File: config.mk
export PLATFORM = sky130hd
export DESIGN_NAME = scan_pattern_ctrl_flat
export DESIGN_NICKNAME = d
export VERILOG_FILES = /design/src/rtl/scan_pattern_ctrl_pkg.sv /design/src/rtl/scan_pattern_ctrl_if.sv /design/src/rtl/scan_pattern_ctrl_lfsr32.sv /design/src/rtl/scan_pattern_ctrl.sv /design/src/flat_wrapper.sv
export SDC_FILE = /design/constraint.sdc
export NUM_CORES = 1
export LEC_CHECK = 0
export BUFFER_PORTS_ARGS = -buffer_cell sky130_fd_sc_hd__buf_2
export CORE_UTILIZATION = 58
export DETAILED_ROUTE_END_ITERATION = 7
export PLACE_DENSITY_LB_ADDON = 0.2
export SLEW_MARGIN = 10
export SYNTH_ARGS = -nofsm -noshare
export SYNTH_HDL_FRONTEND = slang
export SYNTH_SLANG_ARGS = --single-unit
export TNS_END_PERCENT = 50
File: constraint.sdc
create_clock -name CK -period 7.6 [get_ports CK]
set_clock_uncertainty 0.05 [all_clocks]
set_input_delay 0.38 -clock CK [delete_from_list [all_inputs] [get_ports CK]]
set_output_delay 0.38 -clock CK [all_outputs]
set_load 0.03 [all_outputs]
File: src/rtl/scan_pattern_ctrl_pkg.sv
// Shared types and constants for the scan pattern controller (package scan_pkg).
// Latency: n/a (declarations only).
// Backpressure: n/a.
package scan_pkg;

    // x^32 + x^22 + x^2 + x + 1, x^32 implied
    localparam logic [31:0] SCAN_POLY      = 32'h0040_0007;
    localparam logic [31:0] SCAN_LFSR_SEED = 32'hACE1_2468;

    localparam int PI_W = 36;
    localparam int PO_W = 39;

    typedef enum logic [2:0] {
        IDLE,
        LOAD,
        CAPTURE,
        SHIFT,
        UNLOAD,
        DONE
    } scan_state_t;

    // Fold the 39 primary outputs onto 32 bits for parallel MISR compaction.
    function automatic logic [31:0] po_fold(input logic [PO_W-1:0] po);
        return po[31:0] ^ {25'b0, po[PO_W-1:32]};
    endfunction

endpackage

File: src/rtl/scan_pattern_ctrl_if.sv
// Scan-side bundle between the controller and the scan-inserted core.
// Latency: n/a (wires only).
// Backpressure: none; the core follows scan_en every cycle.
// Ports: scan_en/scan_in/pi_vec (controller -> core), scan_out/po_vec (core -> controller).
interface scan_pattern_ctrl_if;
    import scan_pkg::*;

    logic            scan_en;
    logic            scan_in;
    logic            scan_out;
    logic [PI_W-1:0] pi_vec;
    logic [PO_W-1:0] po_vec;

    modport master (
        output scan_en,
        output scan_in,
        output pi_vec,
        input  scan_out,
        input  po_vec
    );

    modport slave (
        input  scan_en,
        input  scan_in,
        input  pi_vec,
        output scan_out,
        output po_vec
    );

endinterface

File: src/rtl/scan_pattern_ctrl_lfsr32.sv
// 32-bit shift register on SCAN_POLY: Fibonacci right-shift generator or serial MISR.
// Latency: q updates one cycle after load/step; q_nxt is the combinational next value.
// Backpressure: none; step is an enable, load has priority over step.
// Ports: CK/RST, load/load_val, step, sin (MISR serial in), par_in (MISR parallel XOR), q, q_nxt.
module scan_lfsr32
    import scan_pkg::*;
#(
    parameter bit          MISR_MODE = 1'b0,
    parameter logic [31:0] RST_VAL   = 32'h0
) (
    input  logic        CK,
    input  logic        RST,
    input  logic        load,
    input  logic [31:0] load_val,
    input  logic        step,
    input  logic        sin,
    input  logic [31:0] par_in,
    output logic [31:0] q,
    output logic [31:0] q_nxt
);

    always_comb begin
        q_nxt = q;
        if (load) begin
            q_nxt = load_val;
        end else if (step) begin
            if (MISR_MODE) begin
                q_nxt = {q[30:0], 1'b0} ^ (q[31] ? SCAN_POLY : 32'h0)
                      ^ {31'b0, sin} ^ par_in;
            end else begin
                // With q[i] holding sequence bit n+i, the recurrence taps are
                // exactly the non-leading polynomial terms, i.e. SCAN_POLY.
                q_nxt = {^(q & SCAN_POLY), q[31:1]};
            end
        end
    end

    always_ff @(posedge CK) begin
        if (RST) begin
            q <= RST_VAL;
        end else begin
            q <= q_nxt;
        end
    end

endmodule

File: src/rtl/scan_pattern_ctrl.sv
// Scan test controller: LFSR scan loads and PI vectors, shift/capture sequencing, serial MISR.
// Latency: busy one cycle after start; busy lasts CHAIN_LEN + N*(CHAIN_LEN+1) cycles, then done.
// Backpressure: none; start is ignored unless IDLE. Macro SCAN_PO_COMPACT_EN folds po_vec into the MISR.
// Ports: CK/RST, start/num_patterns (run request), scan (core-side bundle), busy/done/signature.
module scan_pattern_ctrl
    import scan_pkg::*;
#(
    parameter int          CHAIN_LEN = 211,
    parameter int          NPAT_W    = 16,
    parameter logic [31:0] LFSR_SEED = SCAN_LFSR_SEED
) (
    input  logic                CK,
    input  logic                RST,
    input  logic                start,
    input  logic [NPAT_W-1:0]   num_patterns,
    scan_pattern_ctrl_if.master scan,
    output logic                busy,
    output logic                done,
    output logic [31:0]         signature
);

    localparam int               CNT_W      = $clog2(CHAIN_LEN);
    localparam logic [CNT_W-1:0] LAST_SHIFT = CNT_W'(CHAIN_LEN - 1);

    scan_state_t       state, state_d;
    logic [CNT_W-1:0]  shift_cnt, shift_cnt_d;
    logic [NPAT_W-1:0] pat_cnt, pat_cnt_d;
    logic [NPAT_W-1:0] npat, npat_d;

    logic        lfsr_load, lfsr_step;
    logic        misr_load, misr_step, misr_sin;
    logic        cap_step;
    logic [31:0] misr_par;
    logic [31:0] lfsr_nxt;
    logic [31:0] lfsr_q_unused;
    logic [31:0] misr_nxt_unused;

    logic            scan_en_q, scan_in_q;
    logic [PI_W-1:0] pi_q;

`ifdef SCAN_PO_COMPACT_EN
    // CAPTURE takes a normal MISR step (serial input 0) plus the folded POs.
    assign cap_step = 1'b1;
    assign misr_par = (state == CAPTURE) ? po_fold(scan.po_vec) : 32'h0;
`else
    logic po_unused;
    assign cap_step  = 1'b0;
    assign misr_par  = 32'h0;
    assign po_unused = ^scan.po_vec;
`endif

    always_comb begin
        state_d     = state;
        shift_cnt_d = shift_cnt;
        pat_cnt_d   = pat_cnt;
        npat_d      = npat;
        lfsr_load   = 1'b0;
        lfsr_step   = 1'b0;
        misr_load   = 1'b0;
        misr_step   = 1'b0;
        misr_sin    = 1'b0;

        case (state)
            IDLE: begin
                if (start) begin
                    npat_d      = num_patterns;
                    lfsr_load   = 1'b1;
                    misr_load   = 1'b1;
                    shift_cnt_d = '0;
                    pat_cnt_d   = '0;
                    state_d     = (num_patterns == '0) ? DONE : LOAD;
                end
            end
            LOAD: begin
                // Chain holds post-reset junk on the first load: MISR stays frozen.
                lfsr_step = 1'b1;
                if (shift_cnt == LAST_SHIFT) begin
                    shift_cnt_d = '0;
                    state_d     = CAPTURE;
                end else begin
                    shift_cnt_d = shift_cnt + CNT_W'(1);
                end
            end
            CAPTURE: begin
                pat_cnt_d = pat_cnt + NPAT_W'(1);
                misr_step = cap_step;
                state_d   = (pat_cnt_d == npat) ? UNLOAD : SHIFT;
            end
            SHIFT: begin
                lfsr_step = 1'b1;
                misr_step = 1'b1;
                misr_sin  = scan.scan_out;
                if (shift_cnt == LAST_SHIFT) begin
                    shift_cnt_d = '0;
                    state_d     = CAPTURE;
                end else begin
                    shift_cnt_d = shift_cnt + CNT_W'(1);
                end
            end
            UNLOAD: begin
                misr_step = 1'b1;
                misr_sin  = scan.scan_out;
                if (shift_cnt == LAST_SHIFT) begin
                    shift_cnt_d = '0;
                    state_d     = DONE;
                end else begin
                    shift_cnt_d = shift_cnt + CNT_W'(1);
                end
            end
            DONE: begin
                state_d = IDLE;
            end
            default: begin
                state_d = IDLE;
            end
        endcase
    end

    // Outputs are registered from the next state so they line up with the
    // phase they describe; scan_in/pi_vec use the LFSR's next value for the
    // same reason.
    always_ff @(posedge CK) begin
        if (RST) begin
            state     <= IDLE;
            shift_cnt <= '0;
            pat_cnt   <= '0;
            npat      <= '0;
            scan_en_q <= 1'b0;
            scan_in_q <= 1'b0;
            pi_q      <= '0;
            busy      <= 1'b0;
            done      <= 1'b0;
        end else begin
            state     <= state_d;
            shift_cnt <= shift_cnt_d;
            pat_cnt   <= pat_cnt_d;
            npat      <= npat_d;
            scan_en_q <= state_d inside {LOAD, SHIFT, UNLOAD};
            scan_in_q <= (state_d inside {LOAD, SHIFT}) ? lfsr_nxt[0] : 1'b0;
            if (state_d == CAPTURE) begin
                pi_q <= {lfsr_nxt[3:0], lfsr_nxt};
            end
            busy      <= state_d inside {LOAD, CAPTURE, SHIFT, UNLOAD};
            done      <= (state_d == DONE);
        end
    end

    assign scan.scan_en = scan_en_q;
    assign scan.scan_in = scan_in_q;
    assign scan.pi_vec  = pi_q;

    scan_lfsr32 #(
        .MISR_MODE (1'b0),
        .RST_VAL   (LFSR_SEED)
    ) u_lfsr (
        .CK       (CK),
        .RST      (RST),
        .load     (lfsr_load),
        .load_val (LFSR_SEED),
        .step     (lfsr_step),
        .sin      (1'b0),
        .par_in   (32'h0),
        .q        (lfsr_q_unused),
        .q_nxt    (lfsr_nxt)
    );

    scan_lfsr32 #(
        .MISR_MODE (1'b1),
        .RST_VAL   (32'h0)
    ) u_misr (
        .CK       (CK),
        .RST      (RST),
        .load     (misr_load),
        .load_val (32'h0),
        .step     (misr_step),
        .sin      (misr_sin),
        .par_in   (misr_par),
        .q        (signature),
        .q_nxt    (misr_nxt_unused)
    );

endmodule
File: src/flat_wrapper.sv
// flat-port wrapper written by rule: the top's interface ports become plain ports
module scan_pattern_ctrl_flat import scan_pkg::*;
#(
    parameter int          CHAIN_LEN = 211,
    parameter int          NPAT_W    = 16,
    parameter logic [31:0] LFSR_SEED = SCAN_LFSR_SEED
)
  (CK, RST, start, num_patterns, busy, done, signature, scan_scan_en, scan_scan_in, scan_pi_vec, scan_scan_out, scan_po_vec);
  scan_pattern_ctrl_if scan_i ();
  input  logic CK;
  input  logic RST;
  input  logic start;
  input  logic [NPAT_W-1:0] num_patterns;
  output logic busy;
  output logic done;
  output logic [31:0] signature;
  output wire logic [$bits(scan_i.scan_en)-1:0] scan_scan_en;
  output wire logic [$bits(scan_i.scan_in)-1:0] scan_scan_in;
  output wire logic [$bits(scan_i.pi_vec)-1:0] scan_pi_vec;
  input wire logic [$bits(scan_i.scan_out)-1:0] scan_scan_out;
  input wire logic [$bits(scan_i.po_vec)-1:0] scan_po_vec;
  assign scan_scan_en = scan_i.scan_en;
  assign scan_scan_in = scan_i.scan_in;
  assign scan_pi_vec = scan_i.pi_vec;
  assign scan_i.scan_out = scan_scan_out;
  assign scan_i.po_vec = scan_po_vec;
  scan_pattern_ctrl #(.CHAIN_LEN(CHAIN_LEN), .NPAT_W(NPAT_W), .LFSR_SEED(LFSR_SEED)) u_core (.CK(CK), .RST(RST), .start(start), .num_patterns(num_patterns), .scan(scan_i), .busy(busy), .done(done), .signature(signature));
endmodule
### After elaboration in Yosys (flattened, before gate mapping)

Index checks and enable logic that the tools add are counted.

* input bits: 59
* word-level logic and storage cells: 63
* bits in registers: 147
* output and inout port bits: 72

* bitwise gates (word level): 3
* reduce and logical (&&, ||, !) cells: 16
* $add $sub $neg: 2
* equality and inequality tests: 12
* mux-type cells: 19

Operators by type and width (number)
* 2-to-1 mux 32 bit: 2
* one-hot mux 16 bit (2 select lines): 1
* XOR reduction 32 bit: 1
* bitwise XOR 32 x 1 -> 32 bit: 1
* bitwise XOR 32 bit: 1
* 2-to-1 mux 23 bit: 1
* adder 16 x 1 -> 16 bit, second input constant: 1
* equality test 16 bit: 1
* logical NOT 16 bit: 1
* 2-to-1 mux 16 bit: 1
* 2-to-1 mux 8 bit: 2
* one-hot mux 8 bit (2 select lines): 1
* 2-to-1 mux 3 bit: 5
* equality test 3 x 2 -> 1 bit, second input constant: 4
* one-hot mux 3 bit (4 select lines): 1
* equality test 3 bit, second input constant: 3
* adder 8 x 1 -> 8 bit, second input constant: 1
* equality test 8 bit, second input constant: 1
* OR reduction 2 bit: 4
* equality test 3 x 1 -> 1 bit, second input constant: 2
* AND reduction 2 bit: 3
* nonzero test 2 bit: 3
* 2-to-1 mux 1 bit: 5
* nonzero test 4 bit: 1
* other kinds (5): 5

### Depth between registers and ports, before layout

Gate-level depths: netlist (run 1).

* depth after elaboration: 8
* depth in mapped cells: 9
* depth with buffers taken out: 9

### Cells and area by module

A second synthesis (run 1) with hierarchy kept.

* cells, all modules: 872
* area total of the unflattened synthesis: 7178.1 um^2

By module, submodules not included
* scan_pattern_ctrl: seq. area each 1581.5 um^2, cells an instance 482, instances 1, area an instance 3767.4 um^2
* scan_lfsr32 (u_core.u_lfsr): seq. area each 640.6 um^2, cells an instance 179, instances 1, area an instance 1710.4 um^2
* scan_lfsr32 (u_core.u_misr): seq. area each 640.6 um^2, cells an instance 211, instances 1, area an instance 1700.4 um^2

### Worst setup path after synthesis (run 1)

Ideal clock, no wire load.

* path kind: register -> register
* from: register u_core.pat_cnt[1]
* to: register u_core.busy
* required time: 7428 ps
* arrival time: 2801 ps
* library setup time: 122 ps
* stages on the path, launching flop included: 10
* buffers on the path: 1
* period minus slack after synthesis: 2973 ps
* setup slack: 4627 ps
* cell sequence: dfxtp_1 > ha_1 > clkbuf_1 > nand3_1 > or4_1 > xnor2_1 > a2111oi_2 > nand4_2 > and2_0 > a221o_1

* word-level cells in the longest chain between the ends: 6
* elaborated cells between the ends (all ways): 9
* classes of those cells: add/sub (1); eq/ne (5); mux (2); reduce/logical (1)

Ends and longest elaborated chain
* start: declaration: line scan_pattern_ctrl.sv:27 `logic [NPAT_W-1:0] pat_cnt, pat_cnt_d;`
* start signal: assignment: line scan_pattern_ctrl.sv:136 `pat_cnt <= pat_cnt_d;`
* adder 16 x 1 -> 16 bit (*): line scan_pattern_ctrl.sv:85 `pat_cnt_d = pat_cnt + NPAT_W'(1);`
* equality test 16 bit (*): line scan_pattern_ctrl.sv:87 `state_d = (pat_cnt_d == npat) ? UNLOAD : SHIFT;`
* 2-to-1 mux 3 bit (*): line scan_pattern_ctrl.sv:87
* one-hot mux 3 bit (4 select lines) (*): line scan_pattern_ctrl.sv:63 `case (state)`
* equality test 3 x 1 -> 1 bit, or another cell as far along: line scan_pattern_ctrl.sv:143 `busy <= state_d inside {LOAD, CAPTURE, SHIFT, UNLOAD};`
* nonzero test 4 bit (*): line scan_pattern_ctrl.sv:143
* end signal: assignment: line scan_pattern_ctrl.sv:143
* end: declaration: line scan_pattern_ctrl.sv:17 `output logic busy,`

Mark *: on every way between the ends. The rest lies on a longest branch, timed or not.
A chain may end at the register's enable or synchronous reset.

### Final worst setup path (run 1)

* from: register u_core.pat_cnt[0]
* to: register u_core.busy

The elaborated chain is that of the path after synthesis.

==> impl_summary.txt, run 1 <==
----------------------------------------------------
[Critical path]
  Data required time at the worst endpoint ... between 7 and 8 ns
  Worst path arrival time ... 3.79 ns
  Type of the worst setup path ... reg -> reg
  Category of the worst setup path capture point ... flop
  Worst Setup Start Kind ... flop
  Worst-path fanout max ... 10

[Floorplanning]
  Site row count ... 37
  Die ar. ... 10900 sq um
  Effective utilization at floorplan ... 0.595
  I/O pin count ... around 130
  Width of the die ... 104 microns
  Die Height ... about 100 microns
  Core ar. ... 10200 sq um

[CTS]
  Root buffer cell ... sky130_fd_sc_hd__clkbuf_8
  Number of gates given a new drive strength after cts ... 0
  H-tree levels ... 4
  Hold Buf Count CTS ... 0
  Worst skew pair latency ... 0.53 ns
  Clock buffer count from CTS ... 17
  TritonCTS clock tree ... yes
  Setup fix buffers added after clock tree synthesis ... 0
  Sinks on the clock net ... 143
  Clock edge transition at the registers on the reported setup and hold paths ... roughly 0.06 ns
  Buffers from clock root to sink, at most ... 2

[Global routing]
  First-pass GRT wire length ... 23.7 mm
  Total GRT Usage ... 0.268
  Pin count of the biggest net entering global routing ... 80
  Antenna violations before repair ... 0
  Total global routing overflow ... 0
  Vias in the first global route ... 5159

[Layout]
  Layout overhead on the synthesized area ... 17.0%
  Number of antenna diodes ... 0
  Design Area, Final ... 7120 sq um
  Count of nets after finishing ... 900
  Multi-input gate area ... roughly 3000 sq um
  Count of filler cells inserted in the layout ... 862
  Reg area ... 2860 sq um
  Share of cells above drive strength 1 ... 0.167
  Highest-count cells in the layout ignoring fill and taps ... sky130_fd_sc_hd__nand2_1, sky130_fd_sc_hd__dfxtp_1, sky130_fd_sc_hd__a21oi_1
  Final cell count without fillers ... 987
  Most common cell after layout, fill and taps aside ... sky130_fd_sc_hd__nand2_1

[Power]
  Total internal power ... 1320 uW
  Combinational cell fraction of total power ... 0.058
  IR Drop Worst-Case VDD ... 0.182 mV
  Power spent charging and discharging nets ... between 300 and 400 uW
  Part of the total power dissipated in the clock network ... 0.489
  Sequential Power Share ... 0.453
  Sw Ratio ... 0.233
  Leakage power ... 0.00279 uW
  Total power divided by cell area ... about 240 nW/um^2

[Drt]
  Remaining routing DRC violations ... 0
  WL final ... between 10 and 15 mm
  1st-pass router iterations ... 4
  Vias per cell ... 5.66
  DRT iter0 DRCs ... 302
  Avg WL per Cell ... 14.4 microns
  Via total after detailed routing ... 5590
  Number of nets still failing antenna checks after routing ... 0

[Place]
  Port-buffer cells ... 91
  Placed standard-cell area ... 6520 sq um
  Placed cell count ... 955
  Global placer's final weighted congestion ... 0.869
  Total half-perimeter wirelength after legalization and detailed placement ... just over 9 mm

[Yosys]
  Proportion of synthesized chip area in sequential cells ... 0.470
  Post-synthesis net count ... 845
  Cell accounting for the most synthesized area ... sky130_fd_sc_hd__dfxtp_1
  Cell types occupying the most area after synthesis ... sky130_fd_sc_hd__dfxtp_1, sky130_fd_sc_hd__nand2_1, sky130_fd_sc_hd__a21oi_1
  Synthesized area ... 6090 sq um
  Mapped Avg Cell Area ... 7.77 sq um
  Post-synth cell types ... 53
  Number of flops mapped to enable cells by yosys ... 0
  Most instantiated flip-flop cell in the synthesis netlist ... sky130_fd_sc_hd__dfxtp_1
  Synth warn ... 0
  Proportion of register bits with asynchronous set or reset after synthesis ... 0
  Number of synthesized register bits ... 143
  Synth top area share ... 0.470
  Post-Syn Instances ... 783

[Job]
  Max cap viols ... 0

[STA]
  Worst rel slew slack ... 0.217
  Final TNS setup ... 0 ns
  Max-slew violation total from the final report ... 0
  Ratio of final minimum period to clock period ... 0.450
  Hold Fails Final Rpt ... 0
  Setup Viol. Count Final ... 0
  Final worst path period need ... 3.42 ns
  RSZ-0062 raised after global routing ... false
  Actual slew at the worst max-slew pin ... 1.16 ns
  Maximum clock frequency ... 0.292 GHz

[Worst hold path]
  Path category of the worst min-delay check ... in -> reg

[Outcome]
  Outcome ... completed

----------------------------------------------------
-- cell usage after synthesis (7+ instances only) --
cell type and n:
sky130_fd_sc_hd__xor2_1 8, sky130_fd_sc_hd__dfxtp_1 143, sky130_fd_sc_hd__nor3_1 32, sky130_fd_sc_hd__xnor2_1 21, sky130_fd_sc_hd__a21oi_1 105, sky130_fd_sc_hd__nand2_1 191
sky130_fd_sc_hd__nand3_1 46, sky130_fd_sc_hd__inv_1 7, sky130_fd_sc_hd__nor4_1 9, sky130_fd_sc_hd__o21ai_0 20, sky130_fd_sc_hd__clkbuf_1 47, sky130_fd_sc_hd__nor2_1 60
-- critical path, stage by stage (launching register included) --
cell                        delay [ns]
sky130_fd_sc_hd__dfxtp_1          0.53
sky130_fd_sc_hd__ha_1             0.40
sky130_fd_sc_hd__nand3_1          0.36
sky130_fd_sc_hd__or4_1            0.65
sky130_fd_sc_hd__xnor2_1          0.19
sky130_fd_sc_hd__a2111oi_2        0.37
sky130_fd_sc_hd__nand4_2          0.22
sky130_fd_sc_hd__and2_0           0.21
sky130_fd_sc_hd__a221o_1          0.33
-- metrics by stage --
stage / util / setup slack, ns / power [uW] / hold WS (ns)
CTS: 0.696 / 4.22 / 1730 / 0.0355
global route: 0.696 / 4.05 / 1770 / 0.0406
global placement: 0.637 / 4.28 / 889 / 0.389
finish: 0.696 / 4.18 / 1720 / 0.0536
floorplan: - / 4.63 / 864 / 0.389
detailed placement: 0.637 / 4.22 / 892 / 0.394
-- power by group through the flow --
stage               registers (uW)  logic, uW  clock network, uW
finish                         779       99.5                841
global placement               794       95.1                  0
detailed placement             795       97.7                  0
CTS                            778       98.7                852
floorplan                      793       71.6                  0
global route                   780        111                881
-- cell families after synthesis --
| logic type | Yosys count | share of synthesized area |
|---|---|---|
| compound gates | 155 | 0.145 |
| xor+xnor | 29 | 0.0417 |
| fa+ha+maj | 3 | 0.00617 |
| buf+inv | 69 | 0.0460 |
| flops | 143 | 0.470 |
| simple gates | 384 | 0.290 |
-- sequential cells by signal (all words and copies together) (netlist names) --
name and count:
u_core.busy 1, u_core.done 1, u_core.npat 16, u_core.pat_cnt 16
u_core.scan.pi_vec 32, u_core.scan.scan_en 1, u_core.scan.scan_in 1, u_core.shift_cnt 8
u_core.state 3, u_core.u_lfsr.q 32, u_core.u_misr.q 32
-- layer usage --
| layer | track usage | wire length, microns |
|---|---|---|
| met1 | 0.323 | 6170 |
| met5 | 0 | 0 |
| met4 | 0.100 | 209 |
| met3 | 0.0689 | 736 |
| met2 | 0.457 | 7070 |
-- layout make-up --
type | instances | area share
clock buffers | 21 | 0.0631
flip-flops and latches | 143 | 0.402
multi-input cells | 571 | 0.415
repair buffers | 98 | 0.0713
well taps | 136 | 0.0239
inverters | 7 | 0.00369
clock inverters | 11 | 0.0216
-- worst paths after layout --
check	from	end	slack (ns)	depth (start not counted)
hold reg to reg	u_core.scan.pi_vec[30]	u_core.scan.pi_vec[30]	0.40	2
hold / removal	num_patterns[2]	u_core.npat[2]	0.05	3
setup / recovery	u_core.pat_cnt[0]	u_core.busy	4.18	8
setup reg to reg	u_core.pat_cnt[0]	u_core.busy	4.18	8
No activity file was read; power rests on OpenSTA's default activity.
==> inputs of run 2 (changes only) <==
--- a/config.mk
+++ b/config.mk
@@ -6,7 +6,7 @@
 export NUM_CORES = 1
 export LEC_CHECK = 0
 export BUFFER_PORTS_ARGS = -buffer_cell sky130_fd_sc_hd__buf_2
-export CORE_UTILIZATION = 58
+export CORE_UTILIZATION = 49
 export DETAILED_ROUTE_END_ITERATION = 7
 export PLACE_DENSITY_LB_ADDON = 0.2
 export SLEW_MARGIN = 10
==> constraint.sdc (replaced) <==
create_clock -name CK -period 3.1 [get_ports CK]
set_clock_uncertainty 0.05 [all_clocks]
set_input_delay 0.155 -clock CK [delete_from_list [all_inputs] [get_ports CK]]
set_output_delay 0.155 -clock CK [all_outputs]
set_load 0.03 [all_outputs]
==> impl_summary.txt, run 2 (synthesis results as in run 1) <==
----------------------------------------------------
[Floorplanning]
  Die ar. ... 12900 sq um
  Site row count ... 40
  Die Height ... 113 microns
  I/O pin count ... approximately 130
  Width of the die ... 113 microns
  Core ar. ... 12100 sq um
  Effective utilization at floorplan ... 0.505

[CTS]
  Clock edge transition at the registers on the reported setup and hold paths ... 0.06 ns
  Buffers from clock root to sink, at most ... 2
  TritonCTS clock tree ... yes
  Sinks on the clock net ... 143
  Root buffer cell ... sky130_fd_sc_hd__clkbuf_16
  Clock buffer count from CTS ... 17
  Worst skew pair latency ... between 0.4 and 0.5 ns
  H-tree levels ... 4

[Drt]
  Remaining routing DRC violations ... 0
  DRT iter0 DRCs ... 441
  Via total after detailed routing ... approximately 5700
  Number of nets still failing antenna checks after routing ... 0
  Vias per cell ... 5.44
  WL final ... 14.9 mm
  Avg WL per Cell ... 14.3 microns
  1st-pass router iterations ... 5

[Critical path]
  Largest incremental delay on the critical path ... 0.56 ns
  Category of the worst setup path capture point ... flop
  Worst Setup Start Kind ... flop
  Source of the worst register-to-register timing path ... u_core.pat_cnt[1]
  Flop2flop setup slack ... 0.21 ns
  WP buf/inv ... 0
  Worst-path fanout max ... 8
  Data required time at the worst endpoint ... 3.35 ns
  Crit path cell chain ... ha_1 > nand3_1 > or4_1 > xnor2_1 > a2111oi_2 > nand4_2 > and2_0 > a221o_1
  Reg2reg path depth ... 8
  Library cell contributing the largest single delay on the critical path ... sky130_fd_sc_hd__or4_1
  Worst flop-to-flop path endpoint ... u_core.busy
  Type of the worst setup path ... reg -> reg
  Worst path arrival time ... 3.14 ns
  Largest delay contributor family on the critical path ... simple AND/OR/NAND/NOR gates

[STA]
  RSZ-0062 raised after global routing ... false
  Maximum clock frequency ... approximately 0.35 GHz
  Max-slew violation total from the final report ... 0
  Hold slack final ... 0.231 ns
  Final worst path period need ... 2.89 ns
  Setup Viol. Count Final ... 0
  Ratio of final minimum period to clock period ... 0.932
  Worst rel slew slack ... 0.490
  Hold Fails Final Rpt ... 0
  Actual slew at the worst max-slew pin ... roughly 0.76 ns
  Final TNS setup ... 0 ns

[Global routing]
  Antenna violations before repair ... 0
  Total GRT Usage ... 0.241
  Vias in the first global route ... roughly 5200
  Pin count of the biggest net entering global routing ... 43
  Total global routing overflow ... 0
  First-pass GRT wire length ... 24.6 mm

[Place]
  Port-buffer cells ... 91
  Global placer's final weighted congestion ... 0.875
  Placed standard-cell area ... 6640 sq um
  Total half-perimeter wirelength after legalization and detailed placement ... about 9.5 mm

[Layout]
  Layout overhead on the synthesized area ... 22.2%
  Number of antenna diodes ... 0
  Design Area, Final ... 7440 sq um
  Count of nets after finishing ... 927
  Share of cells above drive strength 1 ... 0.174
  Most common cell after layout, fill and taps aside ... sky130_fd_sc_hd__nand2_1
  Highest-count cells in the layout ignoring fill and taps ... sky130_fd_sc_hd__nand2_1, sky130_fd_sc_hd__dfxtp_1, sky130_fd_sc_hd__a21oi_1
  Count of filler cells inserted in the layout ... between 1000 and 1500

[Worst hold path]
  Min-Delay Startpoint ... RST
  Cells on Worst Hold Path ... 2
  Hold endpoint ... u_core.pat_cnt[12]
  Path category of the worst min-delay check ... in -> reg

[Outcome]
  Outcome ... completed

[Power]
  IR Drop Worst-Case VDD ... 0.412 mV
  Leakage power ... 0.00292 uW
  Total power divided by cell area ... 582 nW/um^2

[Job]
  Max cap viols ... 0

----------------------------------------------------
==> run 2: cell count changes in the layout (fill, tap and decap cells not counted), sizes merged <==
| cell | change |
|---|---|
| dlygate4sd3 | +17 |
| buf | +10 |
| clkinv | -2 |
| clkbuf | +1 |
| clkinvlp | +1 |
==> run 2: area by class of cell <==
cell class / count / area (sq um) / share of cell area
clock buffer: 22 / 484 / 0.0651
clock inverter: 10 / 149 / 0.0200
inverter: 7 / 26.3 / 0.00353
multi-input combinational: 571 / 2950 / 0.397
sequential: 143 / 2860 / 0.385
tap: 168 / 210 / 0.0283
timing repair buffer: 125 / 753 / 0.101
==> run 2: metrics by stage <==
stage	power, uW	std cells	utilization	worst slack (ns)
2_1_floorplan	2120	783	-	0.127
3_3_place_gp	2190	997	0.550	0.303
3_5_place_dp	2190	997	0.550	0.228
4_1_cts	4370	1046	0.617	0.210
5_1_grt	4480	1046	0.617	0.0894
6_report	4330	1046	0.617	0.209
==> run 2: worst max-delay path by stage <==
stage	startpoint	endpoint	slack (ns)	cells past startpoint
after CTS	u_core.pat_cnt[1]	u_core.busy	0.21	8
after floorplan	u_core.pat_cnt[1]	u_core.busy	0.13	9
after global routing	u_core.pat_cnt[1]	u_core.busy	0.09	8
final	u_core.pat_cnt[1]	u_core.busy	0.21	8
after global placement	u_core.pat_cnt[1]	u_core.busy	0.30	8
after detailed placement	u_core.pat_cnt[1]	u_core.busy	0.23	8
==> run 2: layer usage <==
metal / wire (microns) / part of all wire / track usage
met5: 0 / 0 / 0
met4: 448 / 0.030 / 0.119
met3: 699 / 0.047 / 0.0590
met2: 7250 / 0.49 / 0.397
met1: 6510 / 0.44 / 0.297
==> run 2: power by group <==
part           total (uW)  internal [uW]  switching, uW
combinational         264           93.9            170
sequential           1910           1880           32.1
clock                2150           1360            792
total                4330           3330            994
==> run 2: timing repair <==
action / 4_1_cts / 5_1_grt
gates resized for setup: 0 / 0
hold endpoints to repair: 17 / 0
setup endpoints to repair: 0 / 0
hold buffers: 17 / 0
setup buffers: 0 / 0
